[config.mk]
export PLATFORM = sky130hd
export DESIGN_NAME = i2s_dac_tx_flat
export DESIGN_NICKNAME = d
export VERILOG_FILES = /design/src/rtl/i2s_dac_tx_if.sv /design/src/rtl/i2s_dac_tx.sv /design/src/flat_wrapper.sv
export SDC_FILE = /design/constraint.sdc
export NUM_CORES = 1
export LEC_CHECK = 0
export CAP_MARGIN = 15
export CORE_MARGIN = 2
export CORE_UTILIZATION = 60
export DETAILED_ROUTE_END_ITERATION = 7
export PLACE_DENSITY = 0.86
export SLEW_MARGIN = 20
export SYNTH_ARGS = -nofsm -noshare
export SYNTH_HDL_FRONTEND = slang
export SYNTH_SLANG_ARGS = --single-unit
export TNS_END_PERCENT = 50
[constraint.sdc]
create_clock -name i_clk -period 4.5 [get_ports i_clk]
set_clock_uncertainty 0.1 [all_clocks]
set_input_delay 0.9 -clock i_clk [delete_from_list [all_inputs] [get_ports i_clk]]
set_output_delay 0.9 -clock i_clk [all_outputs]
set_load 0.01 [all_outputs]
[src/rtl/i2s_dac_tx_if.sv]
// Sample stream from the equalizer DSP into the I2S DAC transmitter.
// The DSP drives a single-cycle valid strobe alongside a signed sample.
interface i2s_dac_tx_if #(
  parameter int unsigned DATA_W = 16
);
  logic [DATA_W-1:0] data;
  logic              valid;

  modport master (
    output data,
    output valid
  );

  modport slave (
    input data,
    input valid
  );
endinterface

[src/rtl/i2s_dac_tx.sv]
// I2S slave transmitter: serializes mono DSP samples into both codec slots.
// The codec owns BCLK and DACLRCK; this block only drives DACDAT, one bit
// after each LRCK edge, MSB first, updated on synchronized BCLK falling edges.
// Optional build macro I2S_TX_UNDERRUN_CNT_EN adds a saturating underrun
// counter (o_underrun_cnt) with a synchronous clear pulse (i_cnt_clr).
module i2s_dac_tx #(
  parameter int unsigned DATA_W      = 16,
  parameter int unsigned SYNC_STAGES = 2
) (
  input  logic        i_clk,
  input  logic        i_rst,
  i2s_dac_tx_if.slave dsp,
  input  logic        i_bclk,
  input  logic        i_daclrck,
  output logic        o_dacdat,
  output logic        o_underrun,
  output logic        o_overrun
`ifdef I2S_TX_UNDERRUN_CNT_EN
  ,
  output logic [15:0] o_underrun_cnt,
  input  logic        i_cnt_clr
`endif
);

  localparam int unsigned CNT_W = $clog2(DATA_W + 1);

  typedef enum logic [1:0] {
    StIdle,
    StDelay,
    StShift,
    StPad
  } state_e;

  logic [SYNC_STAGES-1:0] bclk_sync_q;
  logic [SYNC_STAGES-1:0] lrck_sync_q;
  logic                   bclk_hist_q;
  logic                   lrck_hist_q;

  logic [DATA_W-1:0] hold_q;
  logic              hold_valid_q;
  logic [DATA_W-1:0] cur_q;
  logic [DATA_W-1:0] shift_q;
  logic [CNT_W-1:0]  count_q;
  state_e            state_q;

  logic bclk_s;
  logic lrck_s;
  logic bfall;
  logic lfall;
  logic lrise;
  logic consume;

  // Bring the codec clocks into i_clk and keep one history bit for edges.
  always_ff @(posedge i_clk or posedge i_rst) begin
    if (i_rst) begin
      bclk_sync_q <= '0;
      lrck_sync_q <= '0;
      bclk_hist_q <= 1'b0;
      lrck_hist_q <= 1'b0;
    end else begin
      bclk_sync_q[0] <= i_bclk;
      lrck_sync_q[0] <= i_daclrck;
      for (int i = 1; i < SYNC_STAGES; i++) begin
        bclk_sync_q[i] <= bclk_sync_q[i-1];
        lrck_sync_q[i] <= lrck_sync_q[i-1];
      end
      bclk_hist_q <= bclk_sync_q[SYNC_STAGES-1];
      lrck_hist_q <= lrck_sync_q[SYNC_STAGES-1];
    end
  end

  // Edge events and buffer consumption, all in the i_clk domain.
  always_comb begin
    bclk_s  = bclk_sync_q[SYNC_STAGES-1];
    lrck_s  = lrck_sync_q[SYNC_STAGES-1];
    bfall   = bclk_hist_q & ~bclk_s;
    lfall   = lrck_hist_q & ~lrck_s;
    lrise   = ~lrck_hist_q & lrck_s;
    // Every left-slot start drains the holding buffer, even from idle.
    consume = lfall & hold_valid_q;
  end

  // Holding buffer, slot loads, serializer FSM and status pulses.
  always_ff @(posedge i_clk or posedge i_rst) begin
    if (i_rst) begin
      hold_q       <= '0;
      hold_valid_q <= 1'b0;
      cur_q        <= '0;
      shift_q      <= '0;
      count_q      <= '0;
      state_q      <= StIdle;
      o_dacdat     <= 1'b0;
      o_underrun   <= 1'b0;
      o_overrun    <= 1'b0;
    end else begin
      o_underrun <= 1'b0;
      o_overrun  <= 1'b0;

      // A new sample always lands; a load in the same cycle took the old one.
      if (dsp.valid) begin
        hold_q       <= dsp.data;
        hold_valid_q <= 1'b1;
        if (hold_valid_q && !consume) begin
          o_overrun <= 1'b1;
        end
      end else if (consume) begin
        hold_valid_q <= 1'b0;
      end

      // LRCK edges win over BCLK; a coincident bfall is not the delay bit.
      if (lfall || (lrise && state_q != StIdle)) begin
        count_q  <= '0;
        state_q  <= StDelay;
        o_dacdat <= 1'b0;
        if (lfall) begin
          if (hold_valid_q) begin
            cur_q   <= hold_q;
            shift_q <= hold_q;
          end else begin
            shift_q    <= cur_q;
            o_underrun <= 1'b1;
          end
        end else begin
          shift_q <= cur_q;
        end
      end else begin
        case (state_q)
          StIdle: begin
            o_dacdat <= 1'b0;
          end
          StDelay: begin
            if (bfall) begin
              o_dacdat <= shift_q[DATA_W-1];
              shift_q  <= {shift_q[DATA_W-2:0], 1'b0};
              count_q  <= CNT_W'(1);
              state_q  <= StShift;
            end
          end
          StShift: begin
            if (bfall) begin
              if (count_q < CNT_W'(DATA_W)) begin
                o_dacdat <= shift_q[DATA_W-1];
                shift_q  <= {shift_q[DATA_W-2:0], 1'b0};
                count_q  <= count_q + CNT_W'(1);
              end else begin
                o_dacdat <= 1'b0;
                state_q  <= StPad;
              end
            end
          end
          StPad: begin
            o_dacdat <= 1'b0;
          end
          default: begin
            o_dacdat <= 1'b0;
            state_q  <= StIdle;
          end
        endcase
      end
    end
  end

`ifdef I2S_TX_UNDERRUN_CNT_EN
  // Saturating underrun tally; a clear pulse beats a same-cycle increment.
  always_ff @(posedge i_clk or posedge i_rst) begin
    if (i_rst) begin
      o_underrun_cnt <= '0;
    end else if (i_cnt_clr) begin
      o_underrun_cnt <= '0;
    end else if (o_underrun && (o_underrun_cnt != 16'hFFFF)) begin
      o_underrun_cnt <= o_underrun_cnt + 16'd1;
    end
  end
`endif

endmodule

[src/flat_wrapper.sv]
// flat-port wrapper written by rule: the top's interface ports become plain ports
module i2s_dac_tx_flat 
#(
  parameter int unsigned DATA_W      = 16,
  parameter int unsigned SYNC_STAGES = 2
)
  (i_clk, i_rst, i_bclk, i_daclrck, o_dacdat, o_underrun, o_overrun, dsp_data, dsp_valid);
  i2s_dac_tx_if #(.DATA_W(DATA_W)) dsp_i ();
  input  logic i_clk;
  input  logic i_rst;
  input  logic i_bclk;
  input  logic i_daclrck;
  output logic o_dacdat;
  output logic o_underrun;
  output logic o_overrun;
  input wire logic [$bits(dsp_i.data)-1:0] dsp_data;
  input wire logic [$bits(dsp_i.valid)-1:0] dsp_valid;
  assign dsp_i.data = dsp_data;
  assign dsp_i.valid = dsp_valid;
  i2s_dac_tx #(.DATA_W(DATA_W), .SYNC_STAGES(SYNC_STAGES)) u_core (.i_clk(i_clk), .i_rst(i_rst), .dsp(dsp_i), .i_bclk(i_bclk), .i_daclrck(i_daclrck), .o_dacdat(o_dacdat), .o_underrun(o_underrun), .o_overrun(o_overrun));
endmodule
==> results of run 1 <==
-- report_power, final --
part	total [mW]	leakage [nW]	internal [mW]	switching, mW
combinational	0.207	0.458	0.102	0.105
sequential	0.727	0.770	0.681	0.0460
clock	0.404	0.0778	0.213	0.190
total	1.34	1.31	0.996	0.341
-- cells in the mapped netlist, drive strengths merged --
cell,n
buf,8
or3b,1
nor2,29
mux2,32
nor2b,1
o21ai,4
a21o,2
or2b,1
nand4b,1
nand2,15
and3,1
a22oi,2
a211oi,3
nand2b,4
nor3b,1
and2,1
nor3,3
nand3,1
ha,1
dfrtp,65
nand3b,1
inv,1
o21a,1
a21oi,34
clkbuf,2
-- worst max-delay path by stage --
stage | end | slack, ps
6_report | o_dacdat | 2280
5_1_grt | o_dacdat | 2230
4_1_cts | o_dacdat | 2240
3_5_place_dp | u_core.hold_q[4] | 1940
3_3_place_gp | u_core.hold_q[6] | 1980
2_1_floorplan | u_core.bclk_hist_q | 1870
-- per-layer routing --
layer	part of all wire, %	routed length (um)	track usage, %	vias up
met5	0	0	0	-
met4	2.4	106	10.5	0
met3	4.2	183	5.23	10
met1	44	1910	25.0	849
li1	-	-	-	793
met2	49	2150	31.6	39
-- worst register-to-register path, stage by stage (launching register included) --
cell      delay (ps)
dfrtp_1          400
nand3b_1         650
mux2_2           520
nor2_1           140
a211oi_2          60
-- cell families after synthesis --
family          share of synthesized area [%]
compound gates                           10.4
fa+ha+maj                               0.481
buf+inv                                  2.16
flops                                    62.5
mux                                      13.9
simple gates                             10.5
-- flip-flops by register name (all words and copies together) (netlist names) --
signal and cells:
u_core.shift_q 16, u_core.bclk_hist_q 1, u_core.lrck_sync_q 2, u_core.cur_q 16
u_core.count_q 5, u_core.bclk_sync_q 2, u_core.o_underrun 1, u_core.o_overrun 1
u_core.o_dacdat 1, u_core.lrck_hist_q 1, u_core.hold_q 16, u_core.state_q 2
u_core.hold_valid_q 1
-- layout make-up --
| class | count | area [um^2] | share of cell area [%] |
|---|---|---|---|
| multi-input combinational | 139 | 918 | 30.5 |
| inverter | 1 | 3.75 | 0.125 |
| clock buffer | 15 | 156 | 5.19 |
| tap | 50 | 62.6 | 2.08 |
| sequential | 65 | 1630 | 54.0 |
| timing repair buffer | 25 | 245 | 8.14 |
-- metrics by stage --
stage | util, % | instances | worst slack (ps) | area (um^2) | hold slack, ps
2_1_floorplan | - | 215 | 1870 | 2600 | 231
3_3_place_gp | 69.9 | 280 | 1980 | 2860 | 233
3_5_place_dp | 69.9 | 280 | 1940 | 2860 | 243
4_1_cts | 73.7 | 295 | 2240 | 3010 | 257
5_1_grt | 73.7 | 295 | 2230 | 3010 | 261
6_report | 73.7 | 295 | 2280 | 3010 | 254
==> flow_metrics.py, run 1 <==
metrics = {
    "setup_path": {
        "cp-start-kind": "flip-flop",
        "crit_type": "flip-flop to output port",
        "r2r-start": "u_core.lrck_sync_q[1]",
        "worst_ep_required_time_ps": 3500,
        "critical_path_depth": 1,
        "path_cells": "clkdlybuf4s50_1",
        "crit_buf_inv": 1,
        "crit_fanout": 2,
        "crit_start": "u_core.o_dacdat",
        "r2r-end": "u_core.shift_q[10]",
        "end_kind": "output port",
        "crit_slowest_cell": "clkdlybuf4s50_1",
        "ff2ff_setup_slack_ps": 2490,
        "arrival_ps": 1220,
        "crit_family": "buffers and inverters",
        "r2r.worst_path.cells": 4,
        "max_stage_delay_ps": 540,
    },
    "pwr": {
        "p_leak_nw": 1.31,
        "power_mw": 1.34,
        "powerDensity_nw_per_um2": 444,
        "ir_drop_v": 0.000269,
    },
    "timing": {
        "slew_violations": 0,
        "rsz0062_at_grt": "no",
        "setup_viol": 0,
        "finalSetupTns_ps": 0,
        "worstMarginPinSlew_ps": 859,
        "timing.fmax_mhz": 450,
        "hold_viol_final": 0,
        "fin_crit_sh_pct": 49.3,
        "fin_crit_ps": 2220,
        "relSlewSlack_pct": 42.7,
    },
    "finish": {
        "syn2layout_area_growth_pct": 15.8,
        "final_common_cell": "dfrtp_1",
        "fill_cells": 285,
        "antenna_cells": 0,
        "most-common-layout-cells": "dfrtp_1, a21oi_1, mux2_2, nor2_1, clkdlybuf4s50_1",
        "layout-drive-gt1-share_pct": 20.4,
        "num-nets-final": 263,
    },
    "yosys": {
        "synth_nets": 237,
        "yosys.area.top_type": "dfrtp_1",
        "synth.area.top_cells": "dfrtp_1, mux2_2, a21oi_1",
        "netlist.area_leader.share_pct": 62.5,
        "yosysSeqAreaShare_pct": 62.5,
        "syn_area_um2": 2600,
        "yosys_warnings": 0,
        "syn_avg_cell_area_um2": 12.1,
        "synth_seq_cells": 65,
        "syn_inst": 215,
        "ys_types": 31,
    },
    "route": {
        "via_count": 1691,
        "vias_per_cell": 5.73,
        "routed_wl_um": 4350,
        "first_pass_iters": 4,
        "drt_iter0_drc": 112,
        "drc_errors": 0,
        "wire_per_inst_um": 14.7,
        "antenna_left": 0,
    },
    "cts": {
        "clkTransAtPathRegs_ps": 60,
        "cts_repair_resize_count": 0,
        "cts-root-buf": "clkbuf_8",
        "insertion_delay_ps": 330,
        "cts_buffer_depth": 2,
        "cts_num_sinks": 65,
        "cts_max_level": 3,
        "post-cts-setup-buffers": 0,
        "cts_hold_buffers": 0,
        "cts_tree": "yes",
        "cts_buffers": 9,
    },
    "grt": {
        "grt_pass1_vias": 1665,
        "grt.overflow.total": 0,
        "antenna_found_initial": 0,
        "grt_pass1_wl_um": 7480,
        "track_usage_pct": 19.9,
        "grt_max_degree": 45,
    },
    "floorplanning": {
        "rows": 23,
        "die_y_um": 69.8,
        "die_x_um": 69.8,
        "ios": 24,
        "die-area_um2": 4880,
        "core-area_um2": 4090,
        "start_util_pct": 63.7,
    },
    "placed_design": {
        "detailed_place_hpwl_um": 2900,
        "port_buffers": 23,
        "gp_congestion": 0.777,
    },
    "hold_path": {
        "whs_endpoint": "u_core.bclk_sync_q[1]",
        "hold_start": "u_core.bclk_sync_q[0]",
        "hp-class": "flip-flop to flip-flop",
        "min_path_cells": 0,
    },
    "outcome": {
        "status": "finished, final reports clean",
    },
    "flow_run": {
        "drv_cap": 0,
    },
}
(Power assumes the default switching activity.)
==> run 2: changes to the inputs <==
--- a/config.mk
+++ b/config.mk
@@ -7,9 +7,9 @@
 export LEC_CHECK = 0
 export CAP_MARGIN = 15
 export CORE_MARGIN = 2
-export CORE_UTILIZATION = 60
+export CORE_UTILIZATION = 56
 export DETAILED_ROUTE_END_ITERATION = 7
-export PLACE_DENSITY = 0.86
+export PLACE_DENSITY = 0.81
 export SLEW_MARGIN = 20
 export SYNTH_ARGS = -nofsm -noshare
 export SYNTH_HDL_FRONTEND = slang
==> constraint.sdc (replaced) <==
create_clock -name i_clk -period 2.1 [get_ports i_clk]
set_clock_uncertainty 0.1 [all_clocks]
set_input_delay 0.42 -clock i_clk [delete_from_list [all_inputs] [get_ports i_clk]]
set_output_delay 0.42 -clock i_clk [all_outputs]
set_load 0.01 [all_outputs]
==> flow_metrics.py, run 2 (synthesis results as in run 1) <==
metrics = {
    "outcome": {
        "status": "finished, final reports clean",
    },
    "finish": {
        "most-common-layout-cells": "dfrtp_1, a21oi_1, mux2_2, nor2_1, clkdlybuf4s50_1",
        "final_common_cell": "dfrtp_1",
        "num-nets-final": 267,
        "antenna_cells": 0,
        "reg_top3": "u_core.cur_q: 16 flops, u_core.hold_q: 16 flops, u_core.shift_q: 16 flops",
        "final_area_um2": 3110,
        "fill_cells": 350,
        "syn2layout_area_growth_pct": 19.4,
        "instances_no_fill": 302,
        "layout-drive-gt1-share_pct": 22.8,
    },
    "cts": {
        "post-cts-setup-buffers": 0,
        "clkTransAtPathRegs_ps": 70,
        "cts_max_level": 3,
        "cts_buffer_depth": 2,
        "cts_repair_resize_count": 0,
        "cts_tree": "yes",
        "cts_num_sinks": 65,
        "cts-root-buf": "clkbuf_8",
        "cts_buffers": 9,
        "cts_hold_buffers": 0,
        "insertion_delay_ps": 340,
    },
    "hold_path": {
        "hold_start": "u_core.lrck_sync_q[0]",
        "min_path_cells": 0,
        "whs_endpoint": "u_core.lrck_sync_q[1]",
        "hp-class": "flip-flop to flip-flop",
    },
    "placed_design": {
        "port_buffers": 23,
        "gp_congestion": 0.767,
        "detailed_place_hpwl_um": 2930,
        "placed_cells": 286,
        "place_area_um2": 2920,
        "post-place-ws_ps": 308,
    },
    "grt": {
        "track_usage_pct": 19.9,
        "grt_max_degree": 30,
        "grt_pass1_vias": 1695,
        "antenna_found_initial": 0,
        "grt.overflow.total": 0,
        "grt_pass1_wl_um": 7620,
    },
    "flow_run": {
        "drv_cap": 0,
    },
    "setup_path": {
        "end_kind": "flip-flop",
        "arrival_ps": 1930,
        "cp-start-kind": "flip-flop",
        "crit_fanout": 20,
        "ff2ff_setup_slack_ps": 290,
        "worst_ep_required_time_ps": 2220,
        "crit_type": "flip-flop to flip-flop",
        "r2r-end": "u_core.count_q[1]",
        "crit_start": "u_core.state_q[0]",
        "r2r.worst_path.cells": 4,
        "r2r-start": "u_core.state_q[0]",
    },
    "floorplanning": {
        "ios": 24,
        "die_y_um": 72.2,
        "rows": 24,
        "start_util_pct": 58.9,
        "die-area_um2": 5210,
        "core-area_um2": 4410,
        "die_x_um": 72.2,
    },
    "timing": {
        "setup_viol": 0,
        "fin_crit_sh_pct": 86.4,
        "rsz0062_at_grt": "no",
        "relSlewSlack_pct": 60.5,
        "fin_ws_ps": 285,
        "slew_violations": 0,
        "hold_viol_final": 0,
        "whs_ps": 250,
        "timing.fmax_mhz": 551,
        "finalSetupTns_ps": 0,
        "worstMarginPinSlew_ps": 593,
        "fin_crit_ps": 1810,
    },
    "pwr": {
        "pwr-share-comb_pct": 15.0,
        "p_leak_nw": 1.35,
        "p_sw_share_pct": 25.1,
        "power_frac_clock_pct": 33.6,
        "ir_drop_v": 0.000522,
        "p_int_mw": 2.27,
        "power_switching_mw": 0.758,
        "seq_power_share_pct": 51.4,
        "powerDensity_nw_per_um2": 973,
    },
    "route": {
        "wire_per_inst_um": 14.6,
        "routed_wl_um": 4400,
        "drc_errors": 0,
        "first_pass_iters": 4,
        "via_count": 1677,
        "vias_per_cell": 5.55,
        "drt_iter0_drc": 106,
        "antenna_left": 0,
    },
}
[run 2: cell types whose count changed in the layout (fill, tap and decap cells not counted)]
cell,previous run,this run
inv_2,1,0
buf_4,2,4
bufinv_16,0,1
buf_12,0,2
clkinv_2,0,2
clkinvlp_4,0,1
clkbuf_1,5,3
[run 2: per-stage QoR]
step / power [mW] / utilization, %
6_report: 3.02 / 70.4
5_1_grt: 3.18 / 70.4
4_1_cts: 3.05 / 70.4
3_5_place_dp: 2.03 / 66.1
3_3_place_gp: 2.00 / 66.1
2_1_floorplan: 1.89 / -
[run 2: area by class of cell]
cell class	count	area, um^2	area share [%]
Inverter	1	7.51	0.242
Clock inverter	3	40.0	1.29
Clock buffer	13	149	4.79
Timing Repair Buffer	29	300	9.67
Tap cell	52	65.1	2.09
Multi-Input combinational cell	139	918	29.6
Sequential cell	65	1630	52.4
[run 2: worst max path at each step]
stage,depth (start not counted),to
after floorplan,3,u_core.hold_q[0]
after global placement,4,u_core.count_q[2]
after detailed placement,4,u_core.count_q[1]
after CTS,4,u_core.count_q[1]
after global routing,4,u_core.count_q[2]
final,4,u_core.count_q[1]
[run 2: critical path, cell delays in order (launching register included)]
cell and delay [ps]:
dfrtp_1 430, or3b_4 450, a21o_1 380, a22oi_1 270
nor2_1 60
[run 2: per-layer routing]
| metal | global-route usage [%] | routed length (um) | up-vias |
|---|---|---|---|
| met3 | 4.58 | 187 | 12 |
| li1 | - | - | 796 |
| met1 | 25.0 | 1940 | 826 |
| met4 | 13.2 | 127 | 0 |
| met5 | 0 | 0 | - |
| met2 | 31.1 | 2140 | 43 |
[run 2: power groups by stage]
stage / combinational (mW) / clock, mW / sequential, mW
after floorplan: 0.341 / 0 / 1.55
after global placement: 0.441 / 0 / 1.56
after detailed placement: 0.459 / 0 / 1.58
after CTS: 0.461 / 1.04 / 1.55
after global routing: 0.515 / 1.09 / 1.58
final: 0.452 / 1.02 / 1.55
==> run 3: changes to the inputs <==
--- a/config.mk
+++ b/config.mk
@@ -8,7 +8,9 @@
 export CAP_MARGIN = 15
 export CORE_MARGIN = 2
 export CORE_UTILIZATION = 56
+export CTS_BUF_LIST = sky130_fd_sc_hd__clkbuf_16
 export DETAILED_ROUTE_END_ITERATION = 7
+export GPL_TIMING_DRIVEN = 0
 export PLACE_DENSITY = 0.81
 export SLEW_MARGIN = 20
 export SYNTH_ARGS = -nofsm -noshare
==> flow_metrics.py, run 3 (synthesis results as in run 1) <==
metrics = {
    "grt": {
        "grt_pass1_wl_um": 8290,
        "grt_pass1_vias": 1827,
        "track_usage_pct": 21.6,
        "grt_max_degree": 25,
        "grt.overflow.total": 0,
        "antenna_found_initial": 0,
    },
    "cts": {
        "cts_num_sinks": 65,
        "cts_hold_buffers": 0,
        "cts_max_level": 3,
        "post-cts-setup-buffers": 0,
        "insertion_delay_ps": 320,
        "cts-root-buf": "clkbuf_16",
        "cts_repair_resize_count": 0,
        "cts_buffer_depth": 2,
        "cts_tree": "yes",
        "cts_buffers": 9,
        "clkTransAtPathRegs_ps": 50,
    },
    "finish": {
        "syn2layout_area_growth_pct": 22.7,
        "fill_cells": 314,
        "final_area_um2": 3190,
        "most-common-layout-cells": "dfrtp_1, a21oi_1, mux2_2, nor2_1, clkdlybuf4s50_1",
        "multi_input_area_um2": 918,
        "num-nets-final": 272,
        "instances_no_fill": 305,
        "reg_top3": "u_core.cur_q: 16 flops, u_core.hold_q: 16 flops, u_core.shift_q: 16 flops",
        "layout-drive-gt1-share_pct": 22.5,
        "final_common_cell": "dfrtp_1",
        "ff_latch_area_um2": 1630,
        "post-route-util_pct": 72.3,
        "antenna_cells": 0,
    },
    "route": {
        "via_count": 1757,
        "antenna_left": 0,
        "drc_errors": 0,
        "first_pass_iters": 4,
        "drt_iter0_drc": 112,
        "vias_per_cell": 5.76,
        "wire_per_inst_um": 15.3,
        "routed_wl_um": 4670,
    },
    "timing": {
        "worstMarginPinSlew_ps": 648,
        "hold_viol_final": 0,
        "relSlewSlack_pct": 56.8,
        "finalSetupTns_ps": 0,
        "whs_ps": 245,
        "slew_violations": 0,
        "timing.fmax_mhz": 546,
        "fin_ws_ps": 270,
        "fin_crit_sh_pct": 87.1,
        "setup_viol": 0,
        "rsz0062_at_grt": "no",
        "fin_crit_ps": 1830,
    },
    "floorplanning": {
        "die_x_um": 72.2,
        "core-area_um2": 4410,
        "rows": 24,
        "die-area_um2": 5210,
        "start_util_pct": 58.9,
        "die_y_um": 72.2,
        "ios": 24,
    },
    "setup_path": {
        "crit_fanout": 10,
        "arrival_ps": 1930,
        "r2r-start": "u_core.lrck_hist_q",
        "cp-start-kind": "flip-flop",
        "ff2ff_setup_slack_ps": 270,
        "r2r.worst_path.cells": 5,
        "crit_type": "flip-flop to flip-flop",
        "max_stage_delay_ps": 390,
        "end_kind": "flip-flop",
        "path_cells": "nand3b_1 -> buf_2 -> mux2_2 -> nor2_1 -> a21oi_1",
        "crit_slowest_cell": "dfrtp_1",
        "r2r-end": "u_core.shift_q[8]",
        "worst_ep_required_time_ps": 2200,
    },
    "placed_design": {
        "placed_cells": 291,
        "port_buffers": 22,
        "gp_congestion": 0.754,
        "place_area_um2": 2950,
        "post-place-ws_ps": 37.5,
        "detailed_place_hpwl_um": 3010,
    },
    "pwr": {
        "power_mw": 3.27,
        "ir_drop_v": 0.000813,
        "powerDensity_nw_per_um2": 1020,
        "p_leak_nw": 1.40,
    },
    "hold_path": {
        "hold_start": "u_core.bclk_sync_q[0]",
        "whs_endpoint": "u_core.bclk_sync_q[1]",
        "hp-class": "flip-flop to flip-flop",
        "min_path_cells": 0,
    },
    "flow_run": {
        "drv_cap": 0,
    },
    "outcome": {
        "status": "finished, final reports clean",
    },
}
## run 3: changes by cell type in the layout (fill, tap and decap cells not counted), sizes merged
| cell | before | now |
|---|---|---|
| clkdlybuf4s50 | 23 | 22 |
| inv | 0 | 4 |
| bufinv | 1 | 0 |
| clkbuf | 13 | 11 |
| clkinv | 2 | 1 |
| buf | 6 | 10 |
## run 3: worst max-delay path, delay by kind of cell (launching register included)
| family | cells | cell delay (ps) |
|---|---|---|
| AO/OA/AOI/OAI | 1 | 60 |
| buffers and inverters | 1 | 340 |
| flip-flops | 1 | 390 |
| multiplexers | 1 | 380 |
| AND/OR/NAND/NOR | 2 | 440 |
## run 3: how the worst max path moves through the flow
stage,start,end,slack [ps],depth (start not counted)
2_1_floorplan,dsp_valid,u_core.hold_q[0],460,3
3_3_place_gp,i_rst,u_core.lrck_sync_q[1],90,2
3_5_place_dp,dsp_valid,u_core.hold_q[2],40,3
4_1_cts,u_core.lrck_hist_q,u_core.shift_q[8],250,5
5_1_grt,u_core.hold_valid_q,u_core.shift_q[8],140,5
6_report,u_core.lrck_hist_q,u_core.shift_q[8],270,5
## run 3: area by class of cell
cell class              count  area share, %
plain buffers              10           1.65
clock buffers               9           7.06
clock inverters             5          0.627
inverters                   1          0.235
multi-input cells         139           28.8
flip-flops and latches     65           51.0
well taps                  52           2.04
repair buffers             24           8.63
## run 3: power breakdown
| part | internal, mW | switching, mW |
|---|---|---|
| clock | 0.762 | 0.479 |
| combinational | 0.234 | 0.233 |
| sequential | 1.46 | 0.0986 |
| total | 2.46 | 0.810 |
## run 3: per-layer routing
layer / track usage (%) / wire (um) / vias up
met5: 0 / 0 / -
met1: 26.7 / 2020 / 888
li1: - / - / 809
met3: 5.00 / 205 / 10
met2: 35.1 / 2320 / 50
met4: 11.9 / 123 / 0
